$ cat src/rtl/uart_pkg.sv
// Shared UART types and sizing helpers for the receive, transmit and flow-control blocks.
package uart_pkg;

    typedef enum logic [1:0] {
        PAR_NONE = 2'd0,
        PAR_ODD  = 2'd1,
        PAR_EVEN = 2'd2
    } parity_e;

    typedef enum logic [2:0] {
        IDLE   = 3'd0,
        START  = 3'd1,
        DATA   = 3'd2,
        PARITY = 3'd3,
        STOP   = 3'd4
    } rx_state_e;

    // Bits needed to count 0..n-1, never less than one.
    function automatic int unsigned cnt_w(input int unsigned n);
        return (n < 2) ? 1 : $clog2(n);
    endfunction

endpackage

$ cat src/rtl/uart_sync.sv
// Multi-flop synchroniser for an idle-high asynchronous line; resets to 1 so no false start is seen.
module uart_sync #(
    parameter int unsigned STAGES = 2
) (
    input  logic clk,
    input  logic rstn,
    input  logic d,
    output logic q
);

    logic [STAGES-1:0] sync_q;

    always_ff @(posedge clk or negedge rstn) begin
        if (!rstn) begin
            sync_q <= '1;
        end else begin
            sync_q <= {sync_q[STAGES-2:0], d};
        end
    end

    assign q = sync_q[STAGES-1];

endmodule

$ cat src/rtl/uart_rx_axis_packer.sv
// UART receiver that packs W_OUT/BITS_PER_WORD good characters into one AXI-Stream beat,
// reporting parity, framing and overrun errors as single-cycle pulses.
module uart_rx_axis_packer #(
    parameter int unsigned CLOCKS_PER_PULSE = 16,
    parameter int unsigned BITS_PER_WORD    = 8,
    parameter int unsigned W_OUT            = 16,
    parameter int unsigned PARITY           = 0,
    parameter int unsigned STOP_BITS        = 1,
    parameter int unsigned SYNC_STAGES      = 2
) (
    input  logic             clk,
    input  logic             rstn,
    input  logic             rx,
    input  logic             m_ready,
    output logic             m_valid,
    output logic [W_OUT-1:0] m_data,
    output logic             parity_err,
    output logic             frame_err,
    output logic             overrun
);

    import uart_pkg::*;

    localparam int unsigned NUM_WORDS = W_OUT / BITS_PER_WORD;
    localparam int unsigned CLK_W     = cnt_w(CLOCKS_PER_PULSE);
    localparam int unsigned BIT_W     = cnt_w((BITS_PER_WORD > STOP_BITS) ? BITS_PER_WORD : STOP_BITS);
    localparam int unsigned WORD_W    = cnt_w(NUM_WORDS);
    localparam int unsigned HALF      = CLOCKS_PER_PULSE / 2 - 1;
    localparam int unsigned FULL      = CLOCKS_PER_PULSE - 1;
    localparam parity_e     PAR_MODE  = parity_e'(2'(PARITY));

    logic                     rx_s;
    rx_state_e                state_q, state_d;
    logic [CLK_W-1:0]         c_clk_q, c_clk_d;
    logic [BIT_W-1:0]         c_bit_q, c_bit_d;
    logic [WORD_W-1:0]        c_word_q, c_word_d;
    logic [BITS_PER_WORD-1:0] shift_q, shift_d;
    logic                     par_bad_q, par_bad_d;
    logic                     frm_bad_q, frm_bad_d;
    logic                     done_q, done_d;
    logic [W_OUT-1:0]         pack_q, pack_d;
    logic                     m_valid_q, m_valid_d;
    logic [W_OUT-1:0]         m_data_q, m_data_d;
    logic                     parity_err_q, parity_err_d;
    logic                     frame_err_q, frame_err_d;
    logic                     overrun_q, overrun_d;
    logic                     pkt_done_c;
    logic                     centre_c;

    uart_sync #(.STAGES(SYNC_STAGES)) u_sync (
        .clk  (clk),
        .rstn (rstn),
        .d    (rx),
        .q    (rx_s)
    );

    assign centre_c = (c_clk_q == CLK_W'(FULL));

    // Frame FSM, character completion and output beat handling.
    always_comb begin
        state_d      = state_q;
        c_clk_d      = c_clk_q;
        c_bit_d      = c_bit_q;
        c_word_d     = c_word_q;
        shift_d      = shift_q;
        par_bad_d    = par_bad_q;
        frm_bad_d    = frm_bad_q;
        done_d       = 1'b0;
        pack_d       = pack_q;
        m_valid_d    = m_valid_q;
        m_data_d     = m_data_q;
        parity_err_d = 1'b0;
        frame_err_d  = 1'b0;
        overrun_d    = 1'b0;
        pkt_done_c   = 1'b0;

        case (state_q)
            IDLE: begin
                if (!rx_s) begin
                    state_d = START;
                    c_clk_d = '0;
                end
            end
            START: begin
                if (c_clk_q == CLK_W'(HALF)) begin
                    c_clk_d   = '0;
                    c_bit_d   = '0;
                    par_bad_d = 1'b0;
                    frm_bad_d = 1'b0;
                    state_d   = rx_s ? IDLE : DATA;
                end else begin
                    c_clk_d = c_clk_q + CLK_W'(1);
                end
            end
            DATA: begin
                if (centre_c) begin
                    c_clk_d = '0;
                    shift_d = {rx_s, shift_q[BITS_PER_WORD-1:1]};
                    if (c_bit_q == BIT_W'(BITS_PER_WORD - 1)) begin
                        c_bit_d = '0;
                        state_d = (PAR_MODE == PAR_NONE) ? STOP : uart_pkg::PARITY;
                    end else begin
                        c_bit_d = c_bit_q + BIT_W'(1);
                    end
                end else begin
                    c_clk_d = c_clk_q + CLK_W'(1);
                end
            end
            uart_pkg::PARITY: begin
                if (centre_c) begin
                    c_clk_d   = '0;
                    par_bad_d = (PAR_MODE == PAR_ODD) ? ~(^shift_q ^ rx_s) : (^shift_q ^ rx_s);
                    state_d   = STOP;
                end else begin
                    c_clk_d = c_clk_q + CLK_W'(1);
                end
            end
            STOP: begin
                if (centre_c) begin
                    c_clk_d   = '0;
                    frm_bad_d = frm_bad_q | ~rx_s;
                    if (c_bit_q == BIT_W'(STOP_BITS - 1)) begin
                        c_bit_d = '0;
                        done_d  = 1'b1;
                        state_d = IDLE;
                    end else begin
                        c_bit_d = c_bit_q + BIT_W'(1);
                    end
                end else begin
                    c_clk_d = c_clk_q + CLK_W'(1);
                end
            end
            default: state_d = IDLE;
        endcase

        // A bad character throws away the whole partial packet.
        if (done_q) begin
            if (frm_bad_q) begin
                frame_err_d = 1'b1;
                c_word_d    = '0;
                pack_d      = '0;
            end else if (par_bad_q) begin
                parity_err_d = 1'b1;
                c_word_d     = '0;
                pack_d       = '0;
            end else begin
                pack_d[32'(c_word_q) * BITS_PER_WORD +: BITS_PER_WORD] = shift_q;
                if (c_word_q == WORD_W'(NUM_WORDS - 1)) begin
                    pkt_done_c = 1'b1;
                    c_word_d   = '0;
                end else begin
                    c_word_d = c_word_q + WORD_W'(1);
                end
            end
        end

        if (m_valid_q && m_ready) begin
            m_valid_d = 1'b0;
        end
        if (pkt_done_c) begin
            if (m_valid_q && !m_ready) begin
                overrun_d = 1'b1;
            end else begin
                m_valid_d = 1'b1;
                m_data_d  = pack_d;
            end
        end
    end

    always_ff @(posedge clk or negedge rstn) begin
        if (!rstn) begin
            state_q      <= IDLE;
            c_clk_q      <= '0;
            c_bit_q      <= '0;
            c_word_q     <= '0;
            shift_q      <= '0;
            par_bad_q    <= 1'b0;
            frm_bad_q    <= 1'b0;
            done_q       <= 1'b0;
            pack_q       <= '0;
            m_valid_q    <= 1'b0;
            m_data_q     <= '0;
            parity_err_q <= 1'b0;
            frame_err_q  <= 1'b0;
            overrun_q    <= 1'b0;
        end else begin
            state_q      <= state_d;
            c_clk_q      <= c_clk_d;
            c_bit_q      <= c_bit_d;
            c_word_q     <= c_word_d;
            shift_q      <= shift_d;
            par_bad_q    <= par_bad_d;
            frm_bad_q    <= frm_bad_d;
            done_q       <= done_d;
            pack_q       <= pack_d;
            m_valid_q    <= m_valid_d;
            m_data_q     <= m_data_d;
            parity_err_q <= parity_err_d;
            frame_err_q  <= frame_err_d;
            overrun_q    <= overrun_d;
        end
    end

    assign m_valid    = m_valid_q;
    assign m_data     = m_data_q;
    assign parity_err = parity_err_q;
    assign frame_err  = frame_err_q;
    assign overrun    = overrun_q;

endmodule

$ cat config.mk
export PLATFORM = sky130hd
export DESIGN_NAME = uart_rx_axis_packer
export DESIGN_NICKNAME = d
export VERILOG_FILES = /design/src/rtl/uart_pkg.sv /design/src/rtl/uart_sync.sv /design/src/rtl/uart_rx_axis_packer.sv
export SDC_FILE = /design/constraint.sdc
export NUM_CORES = 1
export LEC_CHECK = 0
export ABC_CLOCK_PERIOD_IN_PS = 2200
export CORE_AREA = 2 2 76 78
export DETAILED_ROUTE_END_ITERATION = 10
export DIE_AREA = 0 0 78 80
export PLACE_DENSITY = 0.73
export SLEW_MARGIN = 10
export SYNTH_ARGS = -nofsm -noshare
export SYNTH_HDL_FRONTEND = slang
export SYNTH_SLANG_ARGS = --single-unit
$ cat constraint.sdc
create_clock -name clk -period 2.2 [get_ports clk]
set_input_delay 0.33 -clock clk [delete_from_list [all_inputs] [get_ports clk]]
set_output_delay 0.33 -clock clk [all_outputs]
set_load 0.005 [all_outputs]
==> results.toml, run 1 <==
[setup_path]
cp-end-kind = "flip-flop"
critPathArrivalTime_ns = 2.08
critPathLaunchType = "flip-flop"
cp_top_family = "flip-flops"
max_stage_delay_ns = 0.70
cp_slowest_cell = "dfrtp_1"
crit_path_cell_trace = "inv_1, a31oi_1, o32ai_1, mux2_2"
crit_buf_inv = 1
criticalPathCategory = "reg -> reg"
worst-path-max-fanout = 19
crit_required_ns = 2.42

[timing]
slew-limit-headroom_pct = 62.1
fmax_mhz = 539
fin_hold_ws_ns = 0.355
setup_viol = 0
layout_min_cycle_time_ns = 1.86
rsz0062_at_grt = "false"
period_share_pct = 84.4
worst_pin_slew_ns = 0.569
fin_skew_ns = 0.00526
hold_viol_final = 0
slew_violations = 0
fin_setup_tns_ns = 0

[pwr]
power_frac_comb_pct = 17.7
ir_drop_uv = 394
p_seq_share_pct = 45.3
power.switching_uw = 853
clkPwrFrac_pct = 37.0
leakagePower_uw = 0.00156
powerDensity_mw_per_mm2 = 856
p_int_uw = 2070
switching_share_pct = 29.2

[logic_synthesis]
ys_ff_latch = 60
synthMuxAreaShare_pct = 12.9
synth_edf_count = 0
post-synth-top-area-cell = "dfrtp_1"
synthSimpleGateAreaFrac_pct = 12.2
ys_seq_area_share_pct = 52.0
synth_cell_type_count = 44
synth-main-ff-cell = "dfrtp_1"
yosysWarningCount = 0
synth_compound_area_share_pct = 13.2
syn_inst = 258
synth_xor_xnor_area_share_pct = 3.20
synth.area.top_cells = "dfrtp_1 50%, mux2_2 7.0%, mux2_4 5.2%"
syn-num-nets = 266
synth_top_family_by_area = "compound AO/OA/AOI/OAI gates"
avgSynthCellArea_sq_um = 11.2
synth_top_cell_area_share_pct = 50.2
synthAdderAreaFrac_pct = 1.73
synthArstFlopShare_pct = 100
synthesis.area_sq_mm = 0.00289

[drt]
wl_per_cell_microns = 14.1
wl_mm = 5.10
final_antenna_net_count = 0
remaining_drc_errors = 0
vias_per_cell = 5.53
drt_pass1_iterations = 4
routed-via-count = 1995
drt-initial-drc-count = 95

[finish]
nets = 292
drive_above_1_share_pct = 19.0
fill_cells = 431
area_delta_synth_final_pct = 18.1
diodes = 0

[clocking]
clockRootBuffer = "clkbuf_8"
numCtsBuffers = 9
cts.sinks = 60
clk_pin_slew_worst_paths_ns = 0.06
clk_latency_ns = 0.34
clk_path_buf_depth = 2
cts_tree = "done"
htree_levels = 3
cts_resized = 0

[place]
gp_congestion = 0.824
hpwl_mm = 3.37
port_buffers = 23

[floorplanning]
dieArea_sq_mm = 0.00624
rows = 27
core-area_sq_mm = 0.00541
initial_core_util_pct = 53.5
die_y_microns = 80
die_w_microns = 78
io_pins = 24

[global_routing]
antenna_found_initial = 0
grt_max_degree = 33
gr-usage-all-layers_pct = 18.3
grt-ovfl-total = 0
grt_pass1_wl_mm = 8.76
grt_pass1_vias = 1865

[run_status]
outcome = "completed"

[job]
maxCapViolCount = 0

[hold_path]
hold_class = "reg -> reg"
power groups by stage:
stage,clock network (uW),logic (uW),registers [uW]
3_5_place_dp,0,509,1340
6_report,1080,516,1320
4_1_cts,1100,514,1320
2_1_floorplan,0,472,1230
3_3_place_gp,0,496,1330
5_1_grt,1160,571,1340
metrics by stage:
stage | utilization, % | instance area, sq um | std cells | setup WS, ns | total power [uW]
2_1_floorplan | - | 2890 | 258 | 0.399 | 1700
4_1_cts | 63.1 | 3410 | 361 | 0.374 | 2930
3_3_place_gp | 58.9 | 3190 | 344 | 0.387 | 1830
6_report | 63.1 | 3410 | 361 | 0.344 | 2920
3_5_place_dp | 58.9 | 3190 | 344 | 0.381 | 1850
5_1_grt | 63.1 | 3410 | 361 | 0.200 | 3070
kinds of logic after synthesis:
family                   after synthesis
AO/OA/AOI/OAI                         57
XOR/XNOR                               9
adder cells (fa/ha/maj)                4
buffers and inverters                 32
flip-flops                            60
multiplexers                          30
AND/OR/NAND/NOR                       66
repair_timing:
item | in CTS | in global routing
hold buffers | 1 | 0
hold endpoints to repair | 20 | 0
buffers inserted | 0 | 0
endpoints found under the setup margin | 0 | 0
final timing paths:
kind,start,endpoint,slack (ns),cells past startpoint
setup / recovery,state_q[1],state_q[2],0.34,4
hold / removal,u_sync.sync_q[0],u_sync.sync_q[1],0.36,0
setup reg to reg,state_q[1],state_q[2],0.34,4
hold reg to reg,u_sync.sync_q[0],u_sync.sync_q[1],0.36,0
max in group asynchronous,rstn,u_sync.sync_q[0],1.03,3
min in group asynchronous,rstn,shift_q[2],0.50,2
worst reg2reg max path: stages, from the launching register on:
cell	delay, ns
dfrtp_1	0.70
inv_1	0.20
a31oi_1	0.36
o32ai_1	0.18
mux2_2	0.30
synth_stat cells, types with 5 or more instances:
master and count:
mux2_4 10, a22o_1 8, mux2_2 18, nor2_1 8, dfrtp_1 58, nor3b_1 5
nand2b_1 5, inv_1 14, o2bb2ai_1 8, nand2_1 19, o21ai_0 24, nand3_1 10
clkbuf_1 13
layout by cell type (no fill, tap or decap), drive strengths merged, types with 4 or more instances in the layout:
cell,instances
dfrtp,58
ha,4
nand3,10
xnor2,4
clkdlybuf4s50,22
nor2,8
nor3,4
nand2b,5
nor3b,5
inv,15
nand2,19
o2bb2ai,8
mux2,28
xor2,4
a21oi,4
clkbuf,12
o21ai,24
buf,9
a22o,8
per-layer routing:
layer | GRT usage (%) | share of wire (%)
met3 | 5.77 | 4.7
met1 | 24.0 | 48
met2 | 28.0 | 45
met5 | 0 | 0
met4 | 8.07 | 2.0
area by class of cell:
class,instances,area [sq um],share of cell area [%]
tap,72,90.1,2.64
clock buffer,12,145,4.25
inverter,15,56.3,1.65
clock inverter,4,72.6,2.13
sequential,60,1500,44.1
multi-input combinational,166,1250,36.6
timing repair buffer,32,295,8.65
sequential cells by signal, summed over array words and instances, names as in the netlist, 2 cells and up:
name	count
u_sync.sync_q	2
state_q	3
pack_q	16
shift_q	8
c_bit_q	3
m_data	16
c_clk_q	4
No activity file was read; power rests on OpenSTA's default activity.
==> run 2, diff against run 1 <==
- ABC_CLOCK_PERIOD_IN_PS: 2200 -> 1650
- CORE_AREA: 2 2 76 78 -> 2 2 78 80
- DIE_AREA: 0 0 78 80 -> 0 0 80 82
- clock period: 2.2 -> 1.65 ns (I/O delays scaled with it)
==> run 2 against run 1 <==
Flip-flop and latch count unchanged. Non-clock buffer count grew 26. Design area up 8.8%. Critical endpoint unchanged. Fmax up 13%. Utilization is 1.5 points higher. Worst hold slack worse by 0.023 ns. First-iteration DRC count decreased by 34%. Highest routed layer unchanged. Wire length rose by 11%. Critical path depth stayed put. Global-route usage rose by 0.53 points. Clock power grew 18%.
==> results.toml, run 2 (same netlist as run 1, synthesis figures left out) <==
[floorplanning]
die_w_microns = 80
io_pins = 24
initial_core_util_pct = 50.3
core-area_sq_mm = 0.00575
rows = 28
dieArea_sq_mm = 0.00656
die_y_microns = 82

[finish]
utilization_pct = 64.6
final_common_cell = "dfrtp_1"
nets = 319
multi_input_area_sq_mm = 0.00135
fill_cells = 470
regArea_sq_mm = 0.00151
diodes = 0
most-common-layout-cells = "56 x dfrtp_1, 32 x buf_4, 23 x o21ai_0"
area_delta_synth_final_pct = 28.5
drive_above_1_share_pct = 29.8

[clocking]
clk_path_buf_depth = 2
htree_levels = 3
clockRootBuffer = "clkbuf_8"
clk_latency_ns = 0.33
cts.sinks = 60
numCtsBuffers = 9
cts_tree = "done"
clk_pin_slew_worst_paths_ns = 0.07

[global_routing]
grt-ovfl-total = 0
gr-usage-all-layers_pct = 18.8
grt_pass1_wl_mm = 9.31
grt_pass1_vias = 1972
antenna_found_initial = 0
grt_max_degree = 33

[pwr]
leakagePower_uw = 0.00172
powerDensity_mw_per_mm2 = 1090
power_uw = 4060
ir_drop_uv = 535

[timing]
worst_pin_slew_ns = 0.434
fin_skew_ns = 0.00746
setup_viol = 0
slew_violations = 0
period_share_pct = 99.5
layout_min_cycle_time_ns = 1.64
fmax_mhz = 609
rsz0062_at_grt = "true"
hold_viol_final = 0
slew-limit-headroom_pct = 70.9

[setup_path]
criticalPathCategory = "reg -> reg"
cp-end-kind = "flip-flop"
max_stage_delay_ns = 0.49
crit_required_ns = 1.87
crit_buf_inv = 0
cp_slowest_cell = "dfrtp_2"
critPathArrivalTime_ns = 1.86
cp_top_family = "flip-flops"
rrSetupSlack_ns = 0.008
critPathLaunchType = "flip-flop"
crit_path_cell_trace = "or3_1, a21oi_2, o32ai_4, mux2_4"
worst-path-max-fanout = 12

[hold_path]
hold_class = "in -> reg"

[drt]
vias_per_cell = 5.33
wl_per_cell_microns = 14.5
wl_mm = 5.64
final_antenna_net_count = 0
routed-via-count = 2077
drt_pass1_iterations = 4
remaining_drc_errors = 0
drt-initial-drc-count = 63

[run_status]
outcome = "completed"

[job]
maxCapViolCount = 0

[place]
port_buffers = 23
hpwl_mm = 3.71
gp_congestion = 0.813
run 2: cell count changes in the layout (fill, tap and decap cells not counted), moves of 2 or more:
cell | previous run | this run
dfrtp_2 | 0 | 2
mux2_2 | 18 | 16
dfrtp_1 | 58 | 56
clkinv_2 | 1 | 3
nand2b_4 | 0 | 2
buf_12 | 0 | 2
clkbuf_1 | 2 | 0
buf_4 | 8 | 32
mux2_4 | 10 | 12
ha_1 | 4 | 2
run 2: repair_timing:
action	CTS	global route
cloned	1	0
hold buffers	1	0
endpoints found under the setup margin	18	12
gates resized for setup	2	15
pin swaps	1	5
endpoints found under the hold margin	9	0
setup buffers	0	7
run 2: worst reg2reg max path, delay by kind of cell (launching register included):
family / cells / cell delay [ns]
DFF: 1 / 0.49
and+or+nand+nor: 1 / 0.40
AOI/OAI and AO/OA: 2 / 0.32
muxes: 1 / 0.31
run 2: final cells by class:
type | instances | share of cell area [%]
Sequential cell | 60 | 40.6
Multi-Input combinational cell | 167 | 36.4
Timing Repair Buffer | 58 | 13.9
Clock buffer | 10 | 3.71
Tap cell | 75 | 2.53
Inverter | 15 | 1.52
Clock inverter | 5 | 1.42
run 2: path summary, 6_finish.rpt:
path | cells after the start | end | from
worst max-delay path | 4 | state_q[2] | state_q[2]
worst max register to register | 4 | state_q[2] | state_q[2]
min in group asynchronous | 2 | m_valid | rstn
worst min-delay path | 1 | u_sync.sync_q[0] | rx
worst min register to register | 0 | u_sync.sync_q[1] | u_sync.sync_q[0]
max in group asynchronous | 3 | u_sync.sync_q[0] | rstn
run 2: per-layer routing:
metal	wire, microns	global-route usage [%]
met1	2780	26.2
met2	2570	28.1
met3	186	3.96
met4	111	9.15
met5	0	0
run 2: through the flow:
| step | TNS, ns | setup WS [ns] | instances | cell area (sq um) | hold slack, ns |
|---|---|---|---|---|---|
| after floorplan | -1.32 | -0.132 | 258 | 2910 | -0.0481 |
| after global placement | -0.00597 | -0.00299 | 366 | 3370 | 0.169 |
| after detailed placement | -0.263 | -0.0479 | 366 | 3370 | 0.173 |
| after CTS | -0.0207 | -0.0144 | 383 | 3590 | 0.322 |
| after global routing | -0.120 | -0.0469 | 390 | 3710 | 0.325 |
| final | 0 | 0.00826 | 390 | 3710 | 0.333 |
run 2: power by group:
part           switching [uW]  total, uW  internal (uW)  leakage, uW
combinational             558       1100            542     0.000804
sequential                130       1690           1560     0.000821
clock                     547       1270            721    0.0000979
total                    1240       4060           2830      0.00172
==> run 3, diff against run 2 <==
- CTS_BUF_LIST: unset -> sky130_fd_sc_hd__clkbuf_8 sky130_fd_sc_hd__clkbuf_16
==> results of run 3 <==
Final layout, timing and power as in run 2 (identical DEF).
